--- config.mk ---
export PLATFORM = sky130hd
export DESIGN_NAME = address_translation_unit
export DESIGN_NICKNAME = d
export VERILOG_FILES = /design/src/rtl/mmu_pkg.sv /design/src/rtl/translation_lookaside_buffer.sv /design/src/rtl/address_translation_unit.sv
export SDC_FILE = /design/constraint.sdc
export NUM_CORES = 1
export LEC_CHECK = 0
export BUFFER_PORTS_ARGS = -buffer_cell sky130_fd_sc_hd__buf_2
export CORE_MARGIN = 2
export CORE_UTILIZATION = 49
export DETAILED_ROUTE_END_ITERATION = 8
export GPL_ROUTABILITY_DRIVEN = 0
export GPL_TIMING_DRIVEN = 0
export PLACE_DENSITY = 0.88
export RECOVER_POWER = 100
export SLEW_MARGIN = 20
export SYNTH_ARGS = -nofsm -noshare
export SYNTH_HDL_FRONTEND = slang
export SYNTH_SLANG_ARGS = --single-unit
export TNS_END_PERCENT = 100
--- constraint.sdc ---
create_clock -name clock -period 4.02 [get_ports clock]
set_input_delay 0.603 -clock clock [delete_from_list [all_inputs] [get_ports clock]]
set_output_delay 0.603 -clock clock [all_outputs]
set_load 0.01 [all_outputs]
--- src/rtl/mmu_pkg.sv ---
// mmu_pkg: shared types for the address translation unit and its TLB.
package mmu_pkg;
    localparam int PAGE_OFFSET_BITS = 12;

    typedef enum logic [1:0] {IDLE, LOOKUP, WALK, RESPOND} mmu_state_t;

    typedef struct packed {
        logic        valid;
        logic [19:0] tag;
        logic [19:0] frame;
        logic        writable;
    } tlb_entry_t;
endpackage

--- src/rtl/translation_lookaside_buffer.sv ---
// translation_lookaside_buffer: fully associative page cache, FIFO replacement.
// Elaborated only when ADDRESS_TRANSLATION_UNIT_TLB_EN is defined.
// Ports: clock/reset; tag (page number being looked up and filled);
// hit/hit_frame/hit_writable (combinational lookup); flush (clears all
// valid bits, beats fill); fill_en/fill_frame/fill_writable (write at fill_ptr).
`ifdef ADDRESS_TRANSLATION_UNIT_TLB_EN
module translation_lookaside_buffer
    import mmu_pkg::*;
#(
    parameter int DEPTH = 8
) (
    input  logic        clock,
    input  logic        reset,
    input  logic [19:0] tag,
    output logic        hit,
    output logic [19:0] hit_frame,
    output logic        hit_writable,
    input  logic        flush,
    input  logic        fill_en,
    input  logic [19:0] fill_frame,
    input  logic        fill_writable
);
    localparam int PW = $clog2(DEPTH);

    tlb_entry_t      entries [DEPTH];
    logic [PW-1:0]   fill_ptr;

    always_comb begin
        hit          = 1'b0;
        hit_frame    = '0;
        hit_writable = 1'b0;
        for (int i = 0; i < DEPTH; i++)
            if (entries[i].valid && entries[i].tag == tag) begin
                hit          = 1'b1;
                hit_frame    = entries[i].frame;
                hit_writable = entries[i].writable;
            end
    end

    // A flush coinciding with a fill wins: the fill is dropped and fill_ptr holds.
    always_ff @(posedge clock or posedge reset) begin
        if (reset) begin
            for (int i = 0; i < DEPTH; i++)
                entries[i] <= '0;
            fill_ptr <= '0;
        end else if (flush) begin
            for (int i = 0; i < DEPTH; i++)
                entries[i].valid <= 1'b0;
        end else if (fill_en) begin
            entries[fill_ptr] <= '{valid: 1'b1, tag: tag, frame: fill_frame, writable: fill_writable};
            fill_ptr          <= fill_ptr + 1'b1;
        end
    end
endmodule
`endif

--- src/rtl/address_translation_unit.sv ---
// address_translation_unit: round-robin multi-channel linear-to-physical translation.
// Ports: clock/reset; per-channel i_vaild/i_linear_address/i_write_enable;
// i_paging_enable, i_tlb_flush; per-channel o_ready/o_fault pulses with shared
// o_physical_address; walker handshake o_walk_vaild/o_walk_linear_address and
// i_walk_ready/i_walk_physical_address/i_walk_writable/i_walk_fault.
// Macro ADDRESS_TRANSLATION_UNIT_TLB_EN adds the TLB; without it every paged
// request walks.
module address_translation_unit
    import mmu_pkg::*;
#(
    parameter int CHANNELS  = 2,
    parameter int TLB_DEPTH = 8
) (
    input  logic                  clock,
    input  logic                  reset,
    input  logic [CHANNELS-1:0]   i_vaild,
    input  logic [CHANNELS*32-1:0] i_linear_address,
    input  logic [CHANNELS-1:0]   i_write_enable,
    input  logic                  i_paging_enable,
    input  logic                  i_tlb_flush,
    output logic [CHANNELS-1:0]   o_ready,
    output logic [CHANNELS-1:0]   o_fault,
    output logic [31:0]           o_physical_address,
    output logic                  o_walk_vaild,
    output logic [31:0]           o_walk_linear_address,
    input  logic                  i_walk_ready,
    input  logic [31:0]           i_walk_physical_address,
    input  logic                  i_walk_writable,
    input  logic                  i_walk_fault
);
    localparam int CH_W = CHANNELS > 1 ? $clog2(CHANNELS) : 1;

    mmu_state_t      state, next_state;
    logic [CH_W-1:0] rr_ptr, grant, req_idx;
    logic            req_found;
    logic [31:0]     lat_addr, result;
    logic            lat_write, fault_q;
    logic            tlb_hit, hit_writable, fill_en;
    logic [19:0]     hit_frame;
    logic            unused_bits;

    // Scan downward so the candidate closest to rr_ptr is the last one written.
    always_comb begin
        logic [CH_W-1:0] c;
        c         = '0;
        req_found = 1'b0;
        req_idx   = '0;
        for (int k = CHANNELS - 1; k >= 0; k--) begin
            c = CH_W'((int'(rr_ptr) + k) % CHANNELS);
            if (i_vaild[c]) begin
                req_found = 1'b1;
                req_idx   = c;
            end
        end
    end

`ifdef ADDRESS_TRANSLATION_UNIT_TLB_EN
    logic raw_hit;

    translation_lookaside_buffer #(.DEPTH(TLB_DEPTH)) u_tlb (
        .clock         (clock),
        .reset         (reset),
        .tag           (lat_addr[31:PAGE_OFFSET_BITS]),
        .hit           (raw_hit),
        .hit_frame     (hit_frame),
        .hit_writable  (hit_writable),
        .flush         (i_tlb_flush),
        .fill_en       (fill_en),
        .fill_frame    (i_walk_physical_address[31:PAGE_OFFSET_BITS]),
        .fill_writable (i_walk_writable)
    );

    // A flush arriving during lookup must not let a stale entry hit.
    assign tlb_hit     = raw_hit & ~i_tlb_flush;
    assign unused_bits = ^{i_walk_physical_address[PAGE_OFFSET_BITS-1:0]};
`else
    assign tlb_hit      = 1'b0;
    assign hit_frame    = '0;
    assign hit_writable = 1'b0;
    assign unused_bits  = ^{i_tlb_flush, i_walk_physical_address[PAGE_OFFSET_BITS-1:0], TLB_DEPTH[0]};
`endif

    always_comb begin
        next_state   = state;
        o_ready      = '0;
        o_fault      = '0;
        o_walk_vaild = 1'b0;
        fill_en      = 1'b0;
        case (state)
            IDLE:    next_state = req_found ? LOOKUP : IDLE;
            LOOKUP:  next_state = (!i_paging_enable || tlb_hit) ? RESPOND : WALK;
            WALK: begin
                o_walk_vaild = 1'b1;
                fill_en      = i_walk_ready & ~i_walk_fault;
                next_state   = i_walk_ready ? RESPOND : WALK;
            end
            RESPOND: begin
                o_ready[grant] = 1'b1;
                o_fault[grant] = fault_q;
                next_state     = IDLE;
            end
            default: next_state = IDLE;
        endcase
    end

    always_ff @(posedge clock or posedge reset)
        if (reset) state <= IDLE;
        else       state <= next_state;

    always_ff @(posedge clock or posedge reset) begin
        if (reset) begin
            rr_ptr    <= '0;
            grant     <= '0;
            lat_addr  <= '0;
            lat_write <= 1'b0;
            result    <= '0;
            fault_q   <= 1'b0;
        end else if (state == IDLE && req_found) begin
            grant     <= req_idx;
            rr_ptr    <= CH_W'((int'(req_idx) + 1) % CHANNELS);
            lat_addr  <= i_linear_address[int'(req_idx)*32 +: 32];
            lat_write <= i_write_enable[req_idx];
        end else if (state == LOOKUP && !i_paging_enable) begin
            result    <= lat_addr;
            fault_q   <= 1'b0;
        end else if (state == LOOKUP && tlb_hit) begin
            result    <= {hit_frame, lat_addr[PAGE_OFFSET_BITS-1:0]};
            fault_q   <= lat_write & ~hit_writable;
        end else if (state == WALK && i_walk_ready) begin
            result    <= i_walk_fault ? '0 : {i_walk_physical_address[31:PAGE_OFFSET_BITS], lat_addr[PAGE_OFFSET_BITS-1:0]};
            fault_q   <= i_walk_fault | (lat_write & ~i_walk_writable);
        end
    end

    assign o_physical_address    = result;
    assign o_walk_linear_address = lat_addr;
endmodule
**Word level (Yosys, flattened, before mapping)**

Index checks and enable logic that the tools add are counted.

- Word-level logic and storage cells: 55
- Flip-flop bits (word level): 70
- Input port bits: 107
- Output and inout bits: 69

- Reduce and logical (&&, ||, !) cells: 8
- Shift-type cells: 1
- Bitwise logic cells: 5
- Multiplexer cells: 24
- Add/sub/neg operators: 2
- Equal/unequal tests: 3
- Magnitude comparators: 5

Operator list:

| kind | count |
|---|---|
| $mux 32 | 3 |
| $shiftx 64x7->32 | 1 |
| $mux 1 | 17 |
| $lt 1x2->1 const B | 4 |
| $pmux 2 s4 | 1 |
| $eq 2x2->1 const B | 2 |
| $logic_and 1x1->1 | 4 |
| $mux 2 | 2 |
| $add 1x1->1 const B | 2 |
| $and 2x2->2 | 1 |
| $eq 2x1->1 const B | 1 |
| $logic_not 2->1 | 1 |
| $not 1->1 | 2 |
| $reduce_and 2->1 | 1 |
| $reduce_bool 2->1 | 1 |
| $and 1x1->1 | 1 |
| $demux 1 s1 | 1 |
| $ge 1x1->1 const B | 1 |
| $logic_not 1->1 | 1 |
| $or 1x1->1 | 1 |

**Depth between registers and ports, before layout**

Gate-level depths: netlist of the first run.

- Word-level depth: 8
- Depth in mapped cells: 7
- Depth with buffers taken out: 5

**Worst setup path before layout of the first run**

No wires, ideal clock.

- Kind: reg2reg
- From: reg state[0]
- To: reg result[21], in the netlist o_physical_address[21]
- Slack: 2.392 ns
- Arrival: 1.503 ns
- Cell stages (with the launch flop): 7
- Data required time: 3.895 ns
- Path through: dfrtp_1 inv_1 ha_1 and2_1 o21a_4 buf_6 mux2_4

- Longest elaborated chain between the ends: 4
- Elaborated cells on any way between the ends: 10

Ends and longest elaborated chain:

| element | line | text |
|---|---|---|
| start, declared | address_translation_unit.sv:33 | `mmu_state_t state, next_state;` |
| start signal, assigned | address_translation_unit.sv:108 | `else state <= next_state;` |
| $eq 2x1->1, or another cell as far along | address_translation_unit.sv:123 | `end else if (state == LOOKUP && !i_paging_enable) begin` |
| $logic_and 1x1->1, on equally long branches | address_translation_unit.sv:123, address_translation_unit.sv:118, address_translation_unit.sv:129 |  |
| $reduce_bool 2->1 (no source line) or $not 1->1 (tied branches) | - |  |
| $reduce_and 2->1 (no source line) | - |  |
| end signal, assigned | address_translation_unit.sv:124 | `result <= lat_addr;` |
| end signal, assigned | address_translation_unit.sv:127 | `result <= {hit_frame, lat_addr[PAGE_OFFSET_BITS-1:0]};` |
| end signal, assigned | address_translation_unit.sv:130 | `result <= i_walk_fault ? '0 : {i_walk_physical_address[31:PAGE_OFFSET_BITS], lat_addr[PAGE_OFFSET_BITS-1:0]};` |
| end, declared | address_translation_unit.sv:36 | `logic [31:0] lat_addr, result;` |

Several ways; a longest one is shown, not always the timed one.
A chain may end at the register's enable or synchronous reset.

**Final worst setup path of the first run**

- From: reg state[0]
- To: reg result[9], in the netlist o_physical_address[9]

Same word-level chain as after synthesis.

==> results of run 1 <==
==> final cells by class <==
cell class,count,share of cell area (%)
multi-input combinational,168,33.03
clock inverter,6,2.116
clock buffer,10,3.103
sequential,70,39.49
buffer,18,2.285
tap,96,2.708
inverter,5,0.4513
timing repair buffer,163,16.81
==> sequential cells by signal (all words and copies together) (netlist names) <==
signal	count
grant	1
fault_q	1
o_walk_linear_address	32
state	2
o_physical_address	32
lat_write	1
rr_ptr	1
==> cell usage in the layout (no fill, tap or decap), types with 2 or more instances in the layout <==
cell / netlist / routed
mux2_2: 16 / 16
nand2_1: 3 / 3
mux2_1: 5 / 22
bufinv_16: 0 / 2
nor2_1: 2 / 2
clkbuf_8: 0 / 10
nor2b_1: 16 / 16
ha_1: 5 / 5
dfrtp_1: 70 / 70
a22o_1: 12 / 12
a21oi_2: 2 / 2
clkbuf_1: 0 / 75
buf_6: 8 / 2
clkinv_4: 0 / 2
buf_2: 7 / 100
a221o_1: 33 / 33
and2b_1: 6 / 6
and2_0: 14 / 32
o21ai_0: 1 / 3
buf_4: 3 / 3
and2_1: 21 / 3
inv_1: 5 / 4
a21o_1: 2 / 2
mux2_4: 19 / 2
==> metal layers <==
layer | wire length (microns) | share of wire, % | vias to the layer above | GRT usage [%]
met3 | 503 | 5.7 | 10 | 5.749
met2 | 4158 | 47 | 107 | 37.33
met5 | 0 | 0 | - | 0
met4 | 81 | 0.92 | 0 | 5.035
li1 | - | - | 1301 | -
met1 | 4036 | 46 | 1350 | 31.27
==> worst paths after layout <==
kind	slack, ps	cells after the start	end	startpoint
worst max-delay path	1870	7	o_physical_address[9]$_DFFE_PP0P_	state[0]$_DFF_PP0_
worst min-delay path	490	2	o_walk_linear_address[22]$_DFFE_PP0P_	i_linear_address[54]
worst max register to register	1870	7	o_physical_address[9]$_DFFE_PP0P_	state[0]$_DFF_PP0_
worst min register to register	490	1	o_physical_address[13]$_DFFE_PP0P_	o_physical_address[13]$_DFFE_PP0P_
min in group asynchronous	570	2	o_walk_linear_address[12]$_DFFE_PP0P_	reset
max in group asynchronous	2680	3	o_physical_address[31]$_DFFE_PP0P_	reset
==> power groups by stage <==
stage | Combinational [mW] | Sequential [mW] | Clock (mW)
after global routing | 1.47 | 1.26 | 0.689
final | 1.35 | 1.22 | 0.645
after detailed placement | 1.58 | 1.22 | 0
after global placement | 1.54 | 1.21 | 0
after CTS | 1.58 | 1.21 | 0.653
after floorplan | 0.922 | 1.32 | 0
==> through the flow <==
stage	hold WS (ps)	instances	setup WS (ps)	util, %
after floorplan	492.3	261	1649	-
after global placement	480.3	519	865.3	64.49
after detailed placement	481.7	520	2236	64.83
after CTS	261.0	536	2106	68.23
after global routing	473.6	536	1719	65.29
final	487.5	536	1873	65.29
==> worst max-delay path: stages, from the launching register on <==
cell,delay [ps]
dfrtp_1,380
inv_1,90
ha_1,240
o21ai_0,170
clkbuf_1,370
o21ai_0,260
clkbuf_1,290
a22o_1,240
==> logic make-up (layout without fill, tap and decap cells) <==
family	count (synthesis)	after routing	share of synthesized area, %
AO/OA/AOI/OAI	56	56	15.16
multiplexers	40	40	15.12
AND/OR/NAND/NOR	67	67	12.33
flip-flops	70	70	50.76
adder cells (fa/ha/maj)	5	5	1.813
buffers and inverters	23	202	4.822
==> results_dict.tcl, run 1 <==
set metrics [dict create \
    crit_path_end_kind "flop" \
    grt_start_max_net_pins 40 \
    cts_buffers 9 \
    rsz0062_at_grt "no" \
    clk_latency_ps 340 \
    hpwl_microns 6571 \
    clock-sinks 70 \
    nets 547 \
    cp.arrival_ps 2380 \
    io_buffers 162 \
    dpl-instance-area_sq_um 4404 \
    hold_viol_final 0 \
    max-cap-violations 0 \
    multiInputGateArea_sq_um 1465 \
    setup-violations-final 0 \
    cts_setup_buffers 0 \
    status "finished clean" \
    initial_utilization_pct 50.79 \
    drt_wl_total_microns 8779 \
    worst_pin_slew_ps 1414 \
    die_width_microns 87.92 \
    netSwitchingFraction_pct 37.16 \
    ys_seq_area_share_pct 50.76 \
    peakVddDrop_mv 0.3743 \
    viasPerCell 5.164 \
    relSlewSlack_pct 5.189 \
    skew_ps 11.61 \
    syn_avg_cell_area_sq_um 13.22 \
    critPathLaunchType "flop" \
    drv_slew 0 \
    fin_crit_sh_pct 53.41 \
    fillers 575 \
    h-tree-depth 3 \
    syn-num-nets 373 \
    grt_pass1_wl_microns 13510 \
    synthFlopType "dfrtp_1" \
    final_area_sq_um 4436 \
    synth.top_cell.area_share_pct 50.76 \
    power_density_nw_per_um2 723.8 \
    combPwrFrac_pct 41.9 \
    io_pins 176 \
    yosys-top-cells-count "dfrtp_1, a221o_1, and2_1" \
    cts_resized 0 \
    total_power_mw 3.210 \
    tritoncts "yes" \
    cts_root_buf "clkbuf_8" \
    dieArea_sq_um 7730 \
    clkPwrFrac_pct 20.1 \
    synth_edf_count 0 \
    max_freq_mhz 465.7 \
    synthesis.instances 261 \
    async_flop_share_pct 100.0 \
    synth_top_area_cell "dfrtp_1" \
    grt_antenna_before_repair 0 \
    p_seq_share_pct 38.0 \
    diodes 0 \
    die_h_microns 87.92 \
    antenna_left 0 \
    coreArea_sq_um 6794 \
    hold_class "primary input to flop" \
    drc_errors 0 \
    crit_fanout 10 \
    rows 30 \
    internal_power_mw 2.017 \
    area_delta_synth_final_pct 28.54 \
    grt_overflow 0 \
    grt_pass1_vias 2800 \
    crit_type "flop to flop" \
    period_minus_slack_ps 2147 \
    ctsLongestPathBuffers 2 \
    finalSetupTns_ps 0 \
    first_pass_iters 4 \
    leakagePower_nw 2.153 \
    seq_area_sq_um 1752 \
    synthTopCellsByArea "dfrtp_1, a221o_1, mux2_4" \
    vias 2768 \
    avgRoutedWirePerCell_microns 16.38 \
    hold_buffers 0 \
    track_usage_pct 22.94 \
    ys_ff_latch 70 \
    switchingPower_mw 1.193 \
    cts.clk_slew.worst_paths_ps 90 \
    drtIter0Drc 99 \
    netlist_area_sq_um 3451 \
    synth.most_common_cell "dfrtp_1" \
    drive_gt1_share_pct 33.18 \
    required_ps 4250 \
    ys_warn_count 0 \
    synth.distinct_cells 31 \
]
Note: power is estimated with default switching activity, not from simulation.
==> run 2: changes to the inputs <==
--- a/config.mk
+++ b/config.mk
@@ -7,11 +7,11 @@
 export LEC_CHECK = 0
 export BUFFER_PORTS_ARGS = -buffer_cell sky130_fd_sc_hd__buf_2
 export CORE_MARGIN = 2
-export CORE_UTILIZATION = 49
+export CORE_UTILIZATION = 46
 export DETAILED_ROUTE_END_ITERATION = 8
 export GPL_ROUTABILITY_DRIVEN = 0
 export GPL_TIMING_DRIVEN = 0
-export PLACE_DENSITY = 0.88
+export PLACE_DENSITY = 0.84
 export RECOVER_POWER = 100
 export SLEW_MARGIN = 20
 export SYNTH_ARGS = -nofsm -noshare
==> constraint.sdc (replaced) <==
create_clock -name clock -period 2.13 [get_ports clock]
set_input_delay 0.3195 -clock clock [delete_from_list [all_inputs] [get_ports clock]]
set_output_delay 0.3195 -clock clock [all_outputs]
set_load 0.01 [all_outputs]
==> run 2 against run 1 <==
Utilization shrank 4.0 points. Largest cell class unchanged. Sequential power increased by 89%. Clock-buffer cell count is 1 higher. Power up 85%. Die area up 6.2%. Maximum frequency is 18% higher. Clock power grew 57%.
==> results_dict.tcl, run 2 (same netlist as run 1, synthesis figures left out) <==
set metrics [dict create \
    cts_setup_buffers 0 \
    initial_utilization_pct 47.58 \
    ff2ff_setup_slack_ps 320 \
    hold_start "i_linear_address[22]" \
    cp.arrival_ps 2040 \
    drtIter0Drc 74 \
    clk_latency_ps 340 \
    crit_fanout 10 \
    hold_class "primary input to flop" \
    skew_ps 12.95 \
    hold_viol_final 0 \
    status "finished clean" \
    final_common_cell "buf_2" \
    final_cell_mix "buf_2, clkbuf_1, dfrtp_1, a221o_1, and2_0" \
    io_buffers 162 \
    drc_errors 0 \
    crit_type "flop to flop" \
    total_power_mw 5.946 \
    leakagePower_nw 2.178 \
    nets 548 \
    grt_antenna_before_repair 0 \
    dieArea_sq_um 8210 \
    io_pins 176 \
    clock-sinks 70 \
    vias 2796 \
    setup-violations-final 0 \
    rows 31 \
    drive_gt1_share_pct 33.86 \
    track_usage_pct 22.22 \
    h-tree-depth 3 \
    grt_overflow 0 \
    post-place-cells 523 \
    fin_crit_sh_pct 85.18 \
    cts_buffers 9 \
    worstHoldPathCells 2 \
    power_density_nw_per_um2 1338 \
    hpwl_microns 6490 \
    grt_start_max_net_pins 38 \
    drt_wl_total_microns 8846 \
    die_width_microns 90.61 \
    max_freq_mhz 551.2 \
    tritoncts "yes" \
    period_minus_slack_ps 1814 \
    critPathLaunchType "flop" \
    peakVddDrop_mv 0.6822 \
    worst_pin_slew_ps 1293 \
    antenna_left 0 \
    final-instance-count-excl-fill 539 \
    drv_slew 0 \
    rsz0062_at_grt "no" \
    area_delta_synth_final_pct 28.75 \
    cts.clk_slew.worst_paths_ps 80 \
    max-cap-violations 0 \
    min_to "o_walk_linear_address[22]$_DFFE_PP0P_" \
    ctsLongestPathBuffers 2 \
    first_pass_iters 4 \
    cts_root_buf "clkbuf_8" \
    grt_pass1_vias 2912 \
    relSlewSlack_pct 13.74 \
    diodes 0 \
    coreArea_sq_um 7253 \
    r2r_cells 7 \
    avgRoutedWirePerCell_microns 16.41 \
    rr_endpoint "o_physical_address[9]$_DFFE_PP0P_" \
    die_h_microns 90.61 \
    viasPerCell 5.187 \
    rr_startpoint "state[0]$_DFF_PP0_" \
    grt_pass1_wl_microns 14460 \
    finalSetupTns_ps 0 \
    crit_path_end_kind "flop" \
    required_ps 2350 \
]
run 2: cell types whose count changed in the layout (fill, tap and decap cells not counted), sizes merged:
cell,previous run,this run
clkbuf,85,80
bufinv,2,1
clkinvlp,2,0
dlygate4sd3,0,1
buf,106,112
clkinv,2,3
run 2: critical path, stage by stage (launching register included):
cell and delay, ps:
dfrtp_1 380, inv_1 90, ha_1 230, o21ai_0 190, buf_6 210, o21ai_0 150
clkbuf_2 230, a22o_1 220
run 2: worst max-delay path by stage:
stage                  startpoint                                    end  slack [ps]
6_report       state[0]$_DFF_PP0_      o_physical_address[9]$_DFFE_PP0P_         320
5_1_grt                     reset                     state[0]$_DFF_PP0_         150
4_1_cts        state[0]$_DFF_PP0_  o_walk_linear_address[23]$_DFFE_PP0P_         390
3_5_place_dp   state[0]$_DFF_PP0_     o_physical_address[29]$_DFFE_PP0P_         410
3_3_place_gp                reset                     state[1]$_DFF_PP0_        -790
2_1_floorplan               reset                    fault_q$_DFFE_PP0P_          40
run 2: per-layer routing:
metal	part of all wire, %	track usage [%]	wire length [microns]
met3	6.4	4.841	564
met2	47	35.26	4177
met1	45	30.37	3988
met5	0	0	0
met4	1.3	7.436	115
run 2: report_power, final:
group / internal [mW] / switching (mW)
registers: 1.92 / 0.396
logic: 1.28 / 1.35
clock network: 0.534 / 0.476
run 2: cell type report:
class	instances	area, sq um
plain buffers	18	147.6
fillers	667	2810
repair buffers	164	755.7
inverters	5	18.77
multi-input cells	168	1465
clock buffers	11	131.4
flip-flops and latches	70	1752
well taps	99	123.9
clock inverters	4	48.80
run 2: timing repair:
action	CTS	global route
endpoints found under the hold margin	17	0
hold buffers	1	0
resized for setup	0	0
run 2: per-stage QoR:
step           instance area [sq um]  hold slack (ps)  setup slack (ps)  util (%)
2_1_floorplan                   3451            464.4             42.29         -
3_3_place_gp                    4385            482.5            -790.9     60.46
3_5_place_dp                    4408            361.9             410.1     60.77
4_1_cts                         4598            187.5             390.0     63.39
5_1_grt                         4443            186.3             151.1     61.26
6_report                        4443            204.6             315.6     61.26
==> run 3: changes to the inputs <==
--- a/config.mk
+++ b/config.mk
@@ -5,9 +5,10 @@
 export SDC_FILE = /design/constraint.sdc
 export NUM_CORES = 1
 export LEC_CHECK = 0
+export ABC_AREA = 1
 export BUFFER_PORTS_ARGS = -buffer_cell sky130_fd_sc_hd__buf_2
 export CORE_MARGIN = 2
-export CORE_UTILIZATION = 46
+export CORE_UTILIZATION = 47
 export DETAILED_ROUTE_END_ITERATION = 8
 export GPL_ROUTABILITY_DRIVEN = 0
 export GPL_TIMING_DRIVEN = 0
==> run 3 against run 2 <==
Global-route usage is 3.2 points higher. Via count up 45%. Clock-buffer cell count fell by 1. Critical endpoint is now o_walk_linear_address[15]$_DFFE_PP0P_. Clock skew increased by 1.2 ps. Non-clock buffer count grew 13. Clock power is 4% higher. Cell area rose by 7.8%. Cell count rose by 52%. Combinational power grew 8.8%. Setup slack improved by 3.5 ps.
==> results_dict.tcl, run 3 <==
set metrics [dict create \
    syn_avg_cell_area_sq_um 6.909 \
    period_minus_slack_ps 1811 \
    grt_antenna_before_repair 0 \
    busiest_layer "met2" \
    relSlewSlack_pct 45.61 \
    ctsLongestPathBuffers 2 \
    clock-sinks 70 \
    drive_gt1_share_pct 18.94 \
    rows 32 \
    grt_pass1_vias 3685 \
    required_ps 2420 \
    hold_buffers 1 \
    synth.distinct_cells 18 \
    worst_pin_slew_ps 811.5 \
    drv_slew 0 \
    h-tree-depth 3 \
    ys_ff_latch 70 \
    grt_util_met3_pct 5.157 \
    io_pins 176 \
    hold_viol_final 0 \
    synth.top_cell.area_share_pct 46.95 \
    fin_crit_sh_pct 85.02 \
    cp.arrival_ps 2100 \
    p_seq_share_pct 38.5 \
    final-instance-count-excl-fill 820 \
    coreArea_sq_um 7727 \
    synthTopCellsByArea "dfrtp_1, nand2_1, nand3_1" \
    crit_path_end_kind "flop" \
    cts_resized 0 \
    drt_wl_total_microns 10690 \
    hold_class "primary input to flop" \
    max_freq_mhz 552.2 \
    fillers 742 \
    combPwrFrac_pct 44.9 \
    die_h_microns 93.10 \
    io_buffers 161 \
    nets 826 \
    viasPerCell 4.930 \
    clk_latency_ps 340 \
    synth.most_common_cell "nand2_1" \
    grt_use_met2_pct 41.73 \
    drtIter0Drc 167 \
    diodes 0 \
    syn-num-nets 652 \
    final_common_cell "nand2_1" \
    first_pass_iters 4 \
    final_cell_mix "nand2_1, buf_2, clkbuf_1, dfrtp_1, nand3_1" \
    grt_pass1_wl_microns 17190 \
    peakVddDrop_mv 0.5473 \
    cts.clk_slew.worst_paths_ps 80 \
    critPathLaunchType "flop" \
    synthesis.instances 540 \
    vias 4043 \
    synth_top_area_cell "dfrtp_1" \
    tritoncts "yes" \
    post-place-cells 804 \
    area_delta_synth_final_pct 28.40 \
    dieArea_sq_um 8668 \
    leakagePower_nw 2.862 \
    die_width_microns 93.10 \
    grt_use_met1_pct 32.43 \
    yosys-top-cells-count "nand2_1, dfrtp_1, nand3_1" \
    async_flop_share_pct 100.0 \
    status "finished clean" \
    initial_utilization_pct 48.28 \
    netSwitchingFraction_pct 44.90 \
    antenna_left 0 \
    synth_edf_count 0 \
    total_power_mw 6.353 \
    grt_overflow 0 \
    synthFlopType "dfrtp_1" \
    avgRoutedWirePerCell_microns 13.03 \
    hpwl_microns 8220 \
    internal_power_mw 3.500 \
    crit_fanout 10 \
    crit_type "flop to flop" \
    power_density_nw_per_um2 1326 \
    skew_ps 14.20 \
    rsz0062_at_grt "no" \
    track_usage_pct 25.38 \
    switchingPower_mw 2.853 \
    cts_buffers 9 \
    cts_setup_buffers 0 \
    clkPwrFrac_pct 16.6 \
    cts_root_buf "clkbuf_8" \
    setup-violations-final 0 \
    grt_start_max_net_pins 56 \
    ys_seq_area_share_pct 46.95 \
    ys_warn_count 0 \
    max-cap-violations 0 \
    drc_errors 0 \
    netlist_area_sq_um 3731 \
]
==> run 3: cell families after synthesis <==
family / count (synthesis) / synth area share, %
buffers and inverters: 65 / 7.881
muxes: 1 / 0.3018
adders and majority gates: 5 / 1.677
DFF: 70 / 46.95
AOI/OAI and AO/OA: 3 / 0.4023
and+or+nand+nor: 396 / 42.79
==> run 3: layout make-up <==
type	count	area (sq um)	area share, %
clock inverters	5	50.05	1.045
clock buffers	10	137.6	2.873
inverters	33	125.1	2.612
flip-flops and latches	70	1752	36.56
repair buffers	163	757.0	15.80
multi-input cells	405	1675	34.97
plain buffers	32	166.4	3.474
well taps	102	127.6	2.664
==> run 3: stage by stage <==
step	hold WS [ps]	setup TNS, ps	area (sq um)	setup slack [ps]	util, %
2_1_floorplan	441.9	0	3731	42.29	-
3_3_place_gp	450.9	-50940	4664	-730.9	60.36
3_5_place_dp	267.2	0	4695	446.7	60.75
4_1_cts	250.0	0	4892	436.1	63.31
5_1_grt	288.9	0	4791	176.0	62.00
6_report	250.3	0	4791	319.1	62.00
==> run 3: worst max-delay path: stages, from the launching register on <==
cell and delay (ps):
dfrtp_1 410, inv_2 70, nand2_4 100, nand3_2 100, nand2_1 180, inv_1 250, clkbuf_1 390, nand2_1 150
nand2_1 90
==> run 3: worst paths after layout <==
path / startpoint / to / slack (ps) / depth (start not counted)
max reg2reg: rr_ptr$_DFFE_PP0P_ / o_walk_linear_address[15]$_DFFE_PP0P_ / 320 / 8
min: i_linear_address[19] / o_walk_linear_address[19]$_DFFE_PP0P_ / 250 / 5
min reg2reg: o_physical_address[20]$_DFFE_PP0P_ / o_physical_address[20]$_DFFE_PP0P_ / 470 / 2
min in group asynchronous: reset / o_walk_linear_address[15]$_DFFE_PP0P_ / 640 / 3
max: rr_ptr$_DFFE_PP0P_ / o_walk_linear_address[15]$_DFFE_PP0P_ / 320 / 8
max in group asynchronous: reset / o_physical_address[28]$_DFFE_PP0P_ / 800 / 4
==> run 3: metal layers <==
layer	share of wire (%)	vias to the layer above
met4	2.8	0
met1	40	1845
li1	-	1996
met2	49	176
met5	0	-
met3	7.9	26
==> run 3: power by group through the flow <==
| stage | clock network, mW | logic [mW] | registers, mW |
|---|---|---|---|
| floorplan | 0 | 1.59 | 2.65 |
| global placement | 0 | 2.95 | 2.41 |
| detailed placement | 0 | 3.05 | 2.44 |
| CTS | 1.05 | 3.07 | 2.42 |
| global route | 1.11 | 3.23 | 2.52 |
| finish | 1.05 | 2.85 | 2.45 |
